`src/rtl/clock_ctrl.sv`:
```
`default_nettype none
// ============================================================================
// Module      : clock_ctrl
// Description : Time-of-day counter with a stop/run/set mode FSM driven by
//               single-cycle key pulses and a one-pulse-per-second tick.
// Revision    : 1.0  initial release
// ============================================================================
module clock_ctrl #(
  parameter int HOURS = 24
) (
  input  logic       clk,
  input  logic       rst_n,
  input  logic       i_tick,
  input  logic       i_key_mode,
  input  logic       i_key_run,
  input  logic       i_key_inc,
  output logic [5:0] o_sec,
  output logic [5:0] o_min,
  output logic [4:0] o_hour,
  output logic [1:0] o_mode,
  output logic       o_day_pulse
);

  localparam logic [1:0] c_STOP     = 2'b00;
  localparam logic [1:0] c_RUN      = 2'b01;
  localparam logic [1:0] c_SET_HOUR = 2'b10;
  localparam logic [1:0] c_SET_MIN  = 2'b11;
  localparam logic [5:0] c_SM_MAX   = 6'd59;
  localparam logic [4:0] c_HOUR_MAX = 5'(HOURS - 1);

  logic [1:0] r_state;
  logic [1:0] w_state_nxt;
  logic [5:0] r_sec;
  logic [5:0] r_min;
  logic [4:0] r_hour;
  logic       r_day;

  logic w_ev_mode, w_ev_run, w_ev_inc, w_ev_tick;
  logic w_adv_sec, w_inc_min, w_inc_hour, w_clr_sec;
  logic w_sec_wrap, w_min_wrap, w_hour_wrap;
  logic [5:0] w_sec_inc, w_min_inc;
  logic [4:0] w_hour_inc;

  // Only the highest-priority asserted event survives; the rest are dropped.
  assign w_ev_mode = i_key_mode;
  assign w_ev_run  = i_key_run & ~i_key_mode;
  assign w_ev_inc  = i_key_inc & ~i_key_run & ~i_key_mode;
  assign w_ev_tick = i_tick & ~i_key_inc & ~i_key_run & ~i_key_mode;

  always_ff @(posedge clk or negedge rst_n) begin
    if (!rst_n) r_state <= c_STOP;
    else        r_state <= w_state_nxt;
  end

  always_comb begin
    w_state_nxt = r_state;
    if (w_ev_mode) begin
      case (r_state)
        c_STOP, c_RUN: w_state_nxt = c_SET_HOUR;
        c_SET_HOUR:    w_state_nxt = c_SET_MIN;
        default:       w_state_nxt = c_RUN;
      endcase
    end else if (w_ev_run) begin
      case (r_state)
        c_STOP:  w_state_nxt = c_RUN;
        c_RUN:   w_state_nxt = c_STOP;
        default: w_state_nxt = r_state;
      endcase
    end
  end

  always_comb begin
    w_adv_sec  = w_ev_tick && (r_state == c_RUN);
    w_inc_hour = w_ev_inc  && (r_state == c_SET_HOUR);
    w_inc_min  = w_ev_inc  && (r_state == c_SET_MIN);
    w_clr_sec  = w_ev_mode && (r_state == c_SET_MIN);
  end

  // ">=" folds any out-of-range value onto the wrap path.
  assign w_sec_wrap  = (r_sec  >= c_SM_MAX);
  assign w_min_wrap  = (r_min  >= c_SM_MAX);
  assign w_hour_wrap = (r_hour >= c_HOUR_MAX);
  assign w_sec_inc   = w_sec_wrap  ? 6'd0 : r_sec  + 6'd1;
  assign w_min_inc   = w_min_wrap  ? 6'd0 : r_min  + 6'd1;
  assign w_hour_inc  = w_hour_wrap ? 5'd0 : r_hour + 5'd1;

  always_ff @(posedge clk or negedge rst_n) begin
    if (!rst_n) begin
      r_sec  <= 6'd0;
      r_min  <= 6'd0;
      r_hour <= 5'd0;
      r_day  <= 1'b0;
    end else begin
      r_day <= 1'b0;
      if (w_clr_sec) begin
        r_sec <= 6'd0;
      end else if (w_adv_sec) begin
        r_sec <= w_sec_inc;
        if (w_sec_wrap) begin
          r_min <= w_min_inc;
          if (w_min_wrap) begin
            r_hour <= w_hour_inc;
            r_day  <= w_hour_wrap;
          end
        end
      end else if (w_inc_min) begin
        r_min <= w_min_inc;
      end else if (w_inc_hour) begin
        r_hour <= w_hour_inc;
      end
    end
  end

  assign o_sec       = r_sec;
  assign o_min       = r_min;
  assign o_hour      = r_hour;
  assign o_mode      = r_state;
  assign o_day_pulse = r_day;

endmodule
`default_nettype wire

```
`config.mk`:
```
export PLATFORM = sky130hd
export DESIGN_NAME = clock_ctrl
export DESIGN_NICKNAME = d
export VERILOG_FILES = /design/src/rtl/clock_ctrl.sv
export SDC_FILE = /design/constraint.sdc
export NUM_CORES = 1
export LEC_CHECK = 0
export CAP_MARGIN = 20
export CELL_PAD_IN_SITES_DETAIL_PLACEMENT = 1
export CELL_PAD_IN_SITES_GLOBAL_PLACEMENT = 1
export CORE_UTILIZATION = 35
export CTS_BUF_LIST = sky130_fd_sc_hd__clkbuf_4 sky130_fd_sc_hd__clkbuf_8
export CTS_CLUSTER_SIZE = 20
export DETAILED_ROUTE_END_ITERATION = 10
export GPL_TIMING_DRIVEN = 0
export PLACE_DENSITY = 0.77
export SLEW_MARGIN = 40
export SYNTH_ARGS = -nofsm -noshare
export SYNTH_HDL_FRONTEND = slang
export SYNTH_SLANG_ARGS = --single-unit
```
`constraint.sdc`:
```
create_clock -name clk -period 1.85 [get_ports clk]
set_input_delay 0.4625 -clock clk [delete_from_list [all_inputs] [get_ports clk]]
set_output_delay 0.4625 -clock clk [all_outputs]
set_load 0.01 [all_outputs]
```
==> results of run 1 <==
## cell families after synthesis
group,after synthesis,share of synthesized area (%)
xor gates and xnor gates,1,0.776
buffers and inverters,3,1.11
muxes,2,2.22
DFF,20,44.3
adders and majority gates,3,3.33
and+or+nand+nor,37,19.3
AOI/OAI and AO/OA,46,28.9
## cells in the final DEF (no fill, tap or decap), types with 2 or more instances in the layout
| master | synthesis | final |
|---|---|---|
| nand3b_1 | 2 | 2 |
| ha_4 | 0 | 2 |
| nor2b_1 | 2 | 2 |
| dfrtp_2 | 0 | 14 |
| a22o_1 | 2 | 2 |
| nor2_1 | 3 | 3 |
| dlymetal6s2s_1 | 0 | 4 |
| nor3b_4 | 1 | 2 |
| o41ai_2 | 0 | 2 |
| a21o_1 | 2 | 2 |
| inv_1 | 2 | 2 |
| o21ai_0 | 11 | 11 |
| clkdlybuf4s50_1 | 0 | 18 |
| nand2_1 | 10 | 10 |
| buf_2 | 1 | 2 |
| o31ai_1 | 5 | 5 |
| o41ai_1 | 4 | 2 |
| nand3_1 | 9 | 9 |
| clkbuf_4 | 0 | 3 |
| buf_4 | 0 | 10 |
| dlygate4sd2_1 | 0 | 2 |
| a21oi_1 | 9 | 8 |
| dfrtp_1 | 20 | 6 |
## area by class of cell
cell class,instances,area [sq um]
fill,352,1420
inverter,2,7.51
sequential,20,518
buffer,1,5.00
tap,44,55.1
clock buffer,4,36.3
timing repair buffer,35,328
multi-input combinational,89,688
## cell usage after synthesis (2+ instances only)
| master | instances | area, sq um |
|---|---|---|
| nor2_1 | 3 | 11.3 |
| a21oi_1 | 9 | 45.0 |
| nor2b_1 | 2 | 12.5 |
| nand3_1 | 9 | 45.0 |
| a21boi_0 | 2 | 15.0 |
| inv_1 | 2 | 7.51 |
| o21ai_0 | 11 | 55.1 |
| a22o_1 | 2 | 17.5 |
| o2111a_1 | 2 | 22.5 |
| a21o_1 | 2 | 15.0 |
| o31ai_1 | 5 | 37.5 |
| ha_1 | 3 | 37.5 |
| nand3b_1 | 2 | 15.0 |
| dfrtp_1 | 20 | 500 |
| nand2_1 | 10 | 37.5 |
| o41ai_1 | 4 | 35.0 |
## per-layer routing
metal,wire length (um),vias to the layer above,part of all wire (%),track usage (%)
li1,-,523,-,-
met1,1370,556,44,24.5
met2,1610,28,51,33.9
met3,105,6,3.3,3.52
met4,58,0,1.8,9.52
met5,0,-,0,0
## through the flow
stage | setup TNS, ns | power [mW] | cell area [sq um] | cells
after floorplan | 0 | 1.02 | 1150 | 112
after global placement | -6.89 | 1.31 | 1460 | 181
after detailed placement | -7.50 | 1.34 | 1450 | 181
after CTS | -0.470 | 1.64 | 1530 | 190
after global routing | -0.250 | 1.80 | 1640 | 195
final | -0.0547 | 1.67 | 1640 | 195
## how the worst max path moves through the flow
| stage | from | end | cells past startpoint |
|---|---|---|---|
| detailed placement | i_key_mode | o_hour[0] | 5 |
| floorplan | o_min[0] | o_hour[0] | 5 |
| finish | o_min[1] | o_hour[0] | 5 |
| global route | o_min[0] | o_hour[0] | 5 |
| global placement | i_key_mode | o_hour[0] | 5 |
| CTS | i_tick | o_hour[0] | 5 |
## flip-flops by register name, indices dropped and copies added, names as in the netlist
register and cells:
o_sec 6, o_min 6, o_mode 2, o_day_pulse 1, o_hour 5
## power by group through the flow
stage | registers [mW] | logic [mW] | clock network [mW]
after floorplan | 0.711 | 0.310 | 0
final | 0.700 | 0.715 | 0.260
after CTS | 0.689 | 0.680 | 0.271
after global placement | 0.686 | 0.620 | 0
after detailed placement | 0.697 | 0.644 | 0
after global routing | 0.721 | 0.786 | 0.296
## repair_timing
item,4_1_cts,5_1_grt
resized for setup,7,20
setup buffers,5,5
pin swaps,2,4
hold endpoints to repair,0,0
hold buffers,0,0
setup endpoints to repair,16,26
==> flow_metrics.env, run 1 <==
export IMPL_cp_arrival_ns=2.10
export IMPL_leakagePower_nw=0.678
export IMPL_rows=20
export IMPL_path_cells="ha_4, o2111a_2, a32oi_4, or3_4, mux2_4"
export IMPL_post_place_ws_ns=-0.686
export IMPL_die_h_um=58.8
export IMPL_slowest_delay_ns=0.45
export IMPL_grt_pass1_vias=1126
export IMPL_layout_nets=161
export IMPL_syn_num_nets=121
export IMPL_grt_pass1_wl_um=5160
export IMPL_synth_distinct_cells=40
export IMPL_area_growth_pct=45.1
export IMPL_hp_class="in2async"
export IMPL_drcViolationCount=0
export IMPL_clkTransAtPathRegs_ns=0.12
export IMPL_path_delay_family="simple AND/OR/NAND/NOR gates"
export IMPL_netlist_instances=112
export IMPL_drtAntennaViolNets=0
export IMPL_status="finished, violations left"
export IMPL_grt_max_degree=21
export IMPL_crit_slowest_cell="or3_4"
export IMPL_slew_headroom_pct=66.6
export IMPL_n_antenna_cell=0
export IMPL_final_util_pct=53.6
export IMPL_fp_dieW_um=58.8
export IMPL_p_seq_share_pct=41.8
export IMPL_initialDrtViolationCount=50
export IMPL_worstSetupEndpointType="flip-flop"
export IMPL_drt_pass1_iter_count=4
export IMPL_layout_min_cycle_time_ns=1.90
export IMPL_whs_ns=0.0820
export IMPL_power_density_mw_per_mm2=1020
export IMPL_worst_r2r_path_depth=5
export IMPL_core_region_area_sq_mm=0.00305
export IMPL_intPower_mw=1.05
export IMPL_timing_fmax_mhz=525
export IMPL_grtUsageTotal_pct=20.0
export IMPL_ys_warn_count=0
export IMPL_die_area_sq_mm=0.00346
export IMPL_rrSetupSlack_ns=-0.05
export IMPL_cts_tree="done"
export IMPL_drt_vias_per_instance=5.71
export IMPL_initial_utilization_pct=37.0
export IMPL_p_sw_uw=625
export IMPL_crit_buf_inv=0
export IMPL_skew_ns=0.00669
export IMPL_period_share_pct=103
export IMPL_rsz0062_at_grt="yes"
export IMPL_gp_congestion=0.745
export IMPL_ys_flop_type="dfrtp_1"
export IMPL_rr_endpoint="o_hour[0]"
export IMPL_layout_drive_gt1_share_pct=29.1
export IMPL_clkLatencyLatePin_ns=0.30
export IMPL_cts_made_buffers=3
export IMPL_maxCapViolCount=0
export IMPL_cp_start_kind="flip-flop"
export IMPL_post_dp_hpwl_um=2140
export IMPL_cts_root_buf="clkbuf_4"
export IMPL_grt_ovfl_total=0
export IMPL_wirelength_um=3150
export IMPL_wire_per_inst_um=16.1
export IMPL_hold_viol=0
export IMPL_rr_startpoint="o_min[1]"
export IMPL_clock_sinks=20
export IMPL_ys_seq_elements=20
export IMPL_slew_violations=0
export IMPL_path_class="reg2reg"
export IMPL_antenna_found_initial=0
export IMPL_h_tree_depth=1
export IMPL_syn_area_sq_mm=0.00113
export IMPL_p_clk_share_pct=15.5
export IMPL_timing_final_ws_setup_ns=-0.0547
export IMPL_portBuffers=25
export IMPL_synth_edf_count=0
export IMPL_ys_async_sr_fraction_pct=100
export IMPL_postSynthAreaPerCell_sq_um=10.1
export IMPL_vias=1113
export IMPL_p_comb_share_pct=42.7
export IMPL_max_vdd_ir_drop_uv=626
export IMPL_clockBufferDepth=2
export IMPL_violations="negative setup slack"
export IMPL_worst_slew_pin_slew_ns=0.500
export IMPL_worstPathRequired_ns=2.05
export IMPL_setup_viol=1
export IMPL_cp_max_fo=6
export IMPL_io_pins=26
export IMPL_ys_seq_area_share_pct=44.3
export IMPL_swShare_pct=37.3
Note: power is estimated with default switching activity, not from simulation.
==> run 2: changes to the inputs <==
CORE_UTILIZATION = 44   (was 35)
DONT_BUFFER_PORTS = 1   (was unset)
PLACE_DENSITY = 0.76   (was 0.77)
==> run 2 against run 1 <==
Effect of this change: the flow now finishes without violations; first-iteration DRC count decreased by 66%; clock skew fell by 0.0031 ns; flip-flop and latch count unchanged; critical path depth stayed put; setup slack improved by 0.059 ns; final area shrank 20%; register-to-register slack improved by 0.06 ns; global-route usage grew 1.9 points; fmax increased by 3.2%; critical path type unchanged; largest cell class unchanged; largest power group is now registers.
==> flow_metrics.env, run 2 (synthesis results as in run 1) <==
export IMPL_maxCapViolCount=0
export IMPL_gp_congestion=0.734
export IMPL_core_region_area_sq_mm=0.00232
export IMPL_drt_pass1_iter_count=4
export IMPL_rr_startpoint="o_min[0]"
export IMPL_clkTransAtPathRegs_ns=0.12
export IMPL_setup_viol=0
export IMPL_whs_ns=0.0826
export IMPL_grt_pass1_vias=1014
export IMPL_slew_headroom_pct=69.8
export IMPL_h_tree_depth=1
export IMPL_power_density_mw_per_mm2=1080
export IMPL_area_growth_pct=16.4
export IMPL_drt_vias_per_instance=6.61
export IMPL_path_class="reg2reg"
export IMPL_crit_end="o_hour[0]"
export IMPL_vias=985
export IMPL_timing_fmax_mhz=542
export IMPL_hp_class="in2async"
export IMPL_hold_viol=0
export IMPL_clock_sinks=20
export IMPL_rr_endpoint="o_hour[0]"
export IMPL_skew_ns=0.00358
export IMPL_grt_max_degree=21
export IMPL_cp_start_kind="flip-flop"
export IMPL_grtUsageTotal_pct=21.9
export IMPL_status="completed"
export IMPL_layout_drive_gt1_share_pct=24.0
export IMPL_cp_arrival_ns=2.05
export IMPL_clkLatencyLatePin_ns=0.30
export IMPL_portBuffers=0
export IMPL_grt_pass1_wl_um=4520
export IMPL_slowest_delay_ns=0.46
export IMPL_leakagePower_nw=0.512
export IMPL_cts_made_buffers=3
export IMPL_worst_r2r_path_depth=5
export IMPL_die_area_sq_mm=0.00277
export IMPL_n_antenna_cell=0
export IMPL_layout_nets=131
export IMPL_grt_ovfl_total=0
export IMPL_die_h_um=52.6
export IMPL_wirelength_um=2610
export IMPL_mostFrequentLayoutCells="13 x dfrtp_1, 11 x o21ai_0, 10 x nand2_1"
export IMPL_rsz0062_at_grt="yes"
export IMPL_final_common_cell="dfrtp_1"
export IMPL_drcViolationCount=0
export IMPL_antenna_found_initial=0
export IMPL_initial_utilization_pct=48.7
export IMPL_max_vdd_ir_drop_uv=685
export IMPL_worstSetupEndpointType="flip-flop"
export IMPL_rows=17
export IMPL_worstPathRequired_ns=2.05
export IMPL_rrSetupSlack_ns=0.004
export IMPL_period_share_pct=99.8
export IMPL_cts_tree="done"
export IMPL_layout_min_cycle_time_ns=1.85
export IMPL_cts_root_buf="clkbuf_4"
export IMPL_slew_violations=0
export IMPL_initialDrtViolationCount=17
export IMPL_final_util_pct=56.7
export IMPL_cp_max_fo=5
export IMPL_drtAntennaViolNets=0
export IMPL_crit_cells=5
export IMPL_crit_buf_inv=0
export IMPL_wire_per_inst_um=17.5
export IMPL_fp_dieW_um=52.6
export IMPL_worst_slew_pin_slew_ns=0.452
export IMPL_io_pins=26
export IMPL_clockBufferDepth=2
export IMPL_path_delay_family="flip-flops"
export IMPL_critPathLaunch="o_min[0]"
export IMPL_post_dp_hpwl_um=1820
export IMPL_path_cells="ha_4, o2111a_2, a32oi_4, or3_4, mux2_4"
export IMPL_crit_slowest_cell="dfrtp_2"
run 2: layout make-up:
type	count	area, sq um
buffer	1	5.00
clock buffer	4	30.0
fill	251	1000
inverter	2	7.51
multi-input combinational	89	692
sequential	20	509
tap	28	35.0
timing repair buffer	5	35.0
run 2: metal layers:
metal	vias up	GRT usage [%]	wire length, um
met5	-	0	0
met4	0	4.82	17
met3	2	8.41	127
met2	30	34.2	1240
met1	496	28.5	1220
li1	457	-	-
run 2: timing repair:
item	in CTS	in global routing
hold endpoints to repair	20	0
hold buffers	1	0
setup buffers	1	3
pin swaps	1	5
endpoints found under the setup margin	10	10
gates resized for setup	8	6
run 2: worst min path at each step:
stage,slack [ns],endpoint
after detailed placement,0.17,o_sec[1]
after floorplan,0.17,o_day_pulse
after CTS,0.29,o_mode[1]
after global routing,0.10,o_sec[3]
final,0.08,o_sec[4]
after global placement,0.17,o_sec[1]
run 2: report_power, final:
part / leakage, nW / switching, mW / total (mW) / internal (mW)
registers: 0.251 / 0.219 / 0.759 / 0.540
clock network: 0.0184 / 0.139 / 0.238 / 0.0987
logic: 0.242 / 0.207 / 0.418 / 0.211
total: 0.512 / 0.565 / 1.41 / 0.850
run 2: per-stage QoR:
step | std cells | area (sq um) | power (mW) | TNS, ns | setup WS, ns
floorplan | 112 | 1150 | 1.02 | 0 | 0.0166
global placement | 140 | 1180 | 1.11 | -0.504 | -0.156
detailed placement | 140 | 1180 | 1.13 | -0.867 | -0.158
CTS | 146 | 1270 | 1.40 | -0.0932 | -0.0633
global route | 149 | 1310 | 1.53 | -0.0752 | -0.0418
finish | 149 | 1310 | 1.41 | 0 | 0.00421
run 2: worst register-to-register path, stage by stage, from the launching register on:
cell      delay (ns)
dfrtp_2         0.46
ha_4            0.16
o2111a_2        0.25
a32oi_4         0.14
or3_4           0.43
mux2_4          0.31
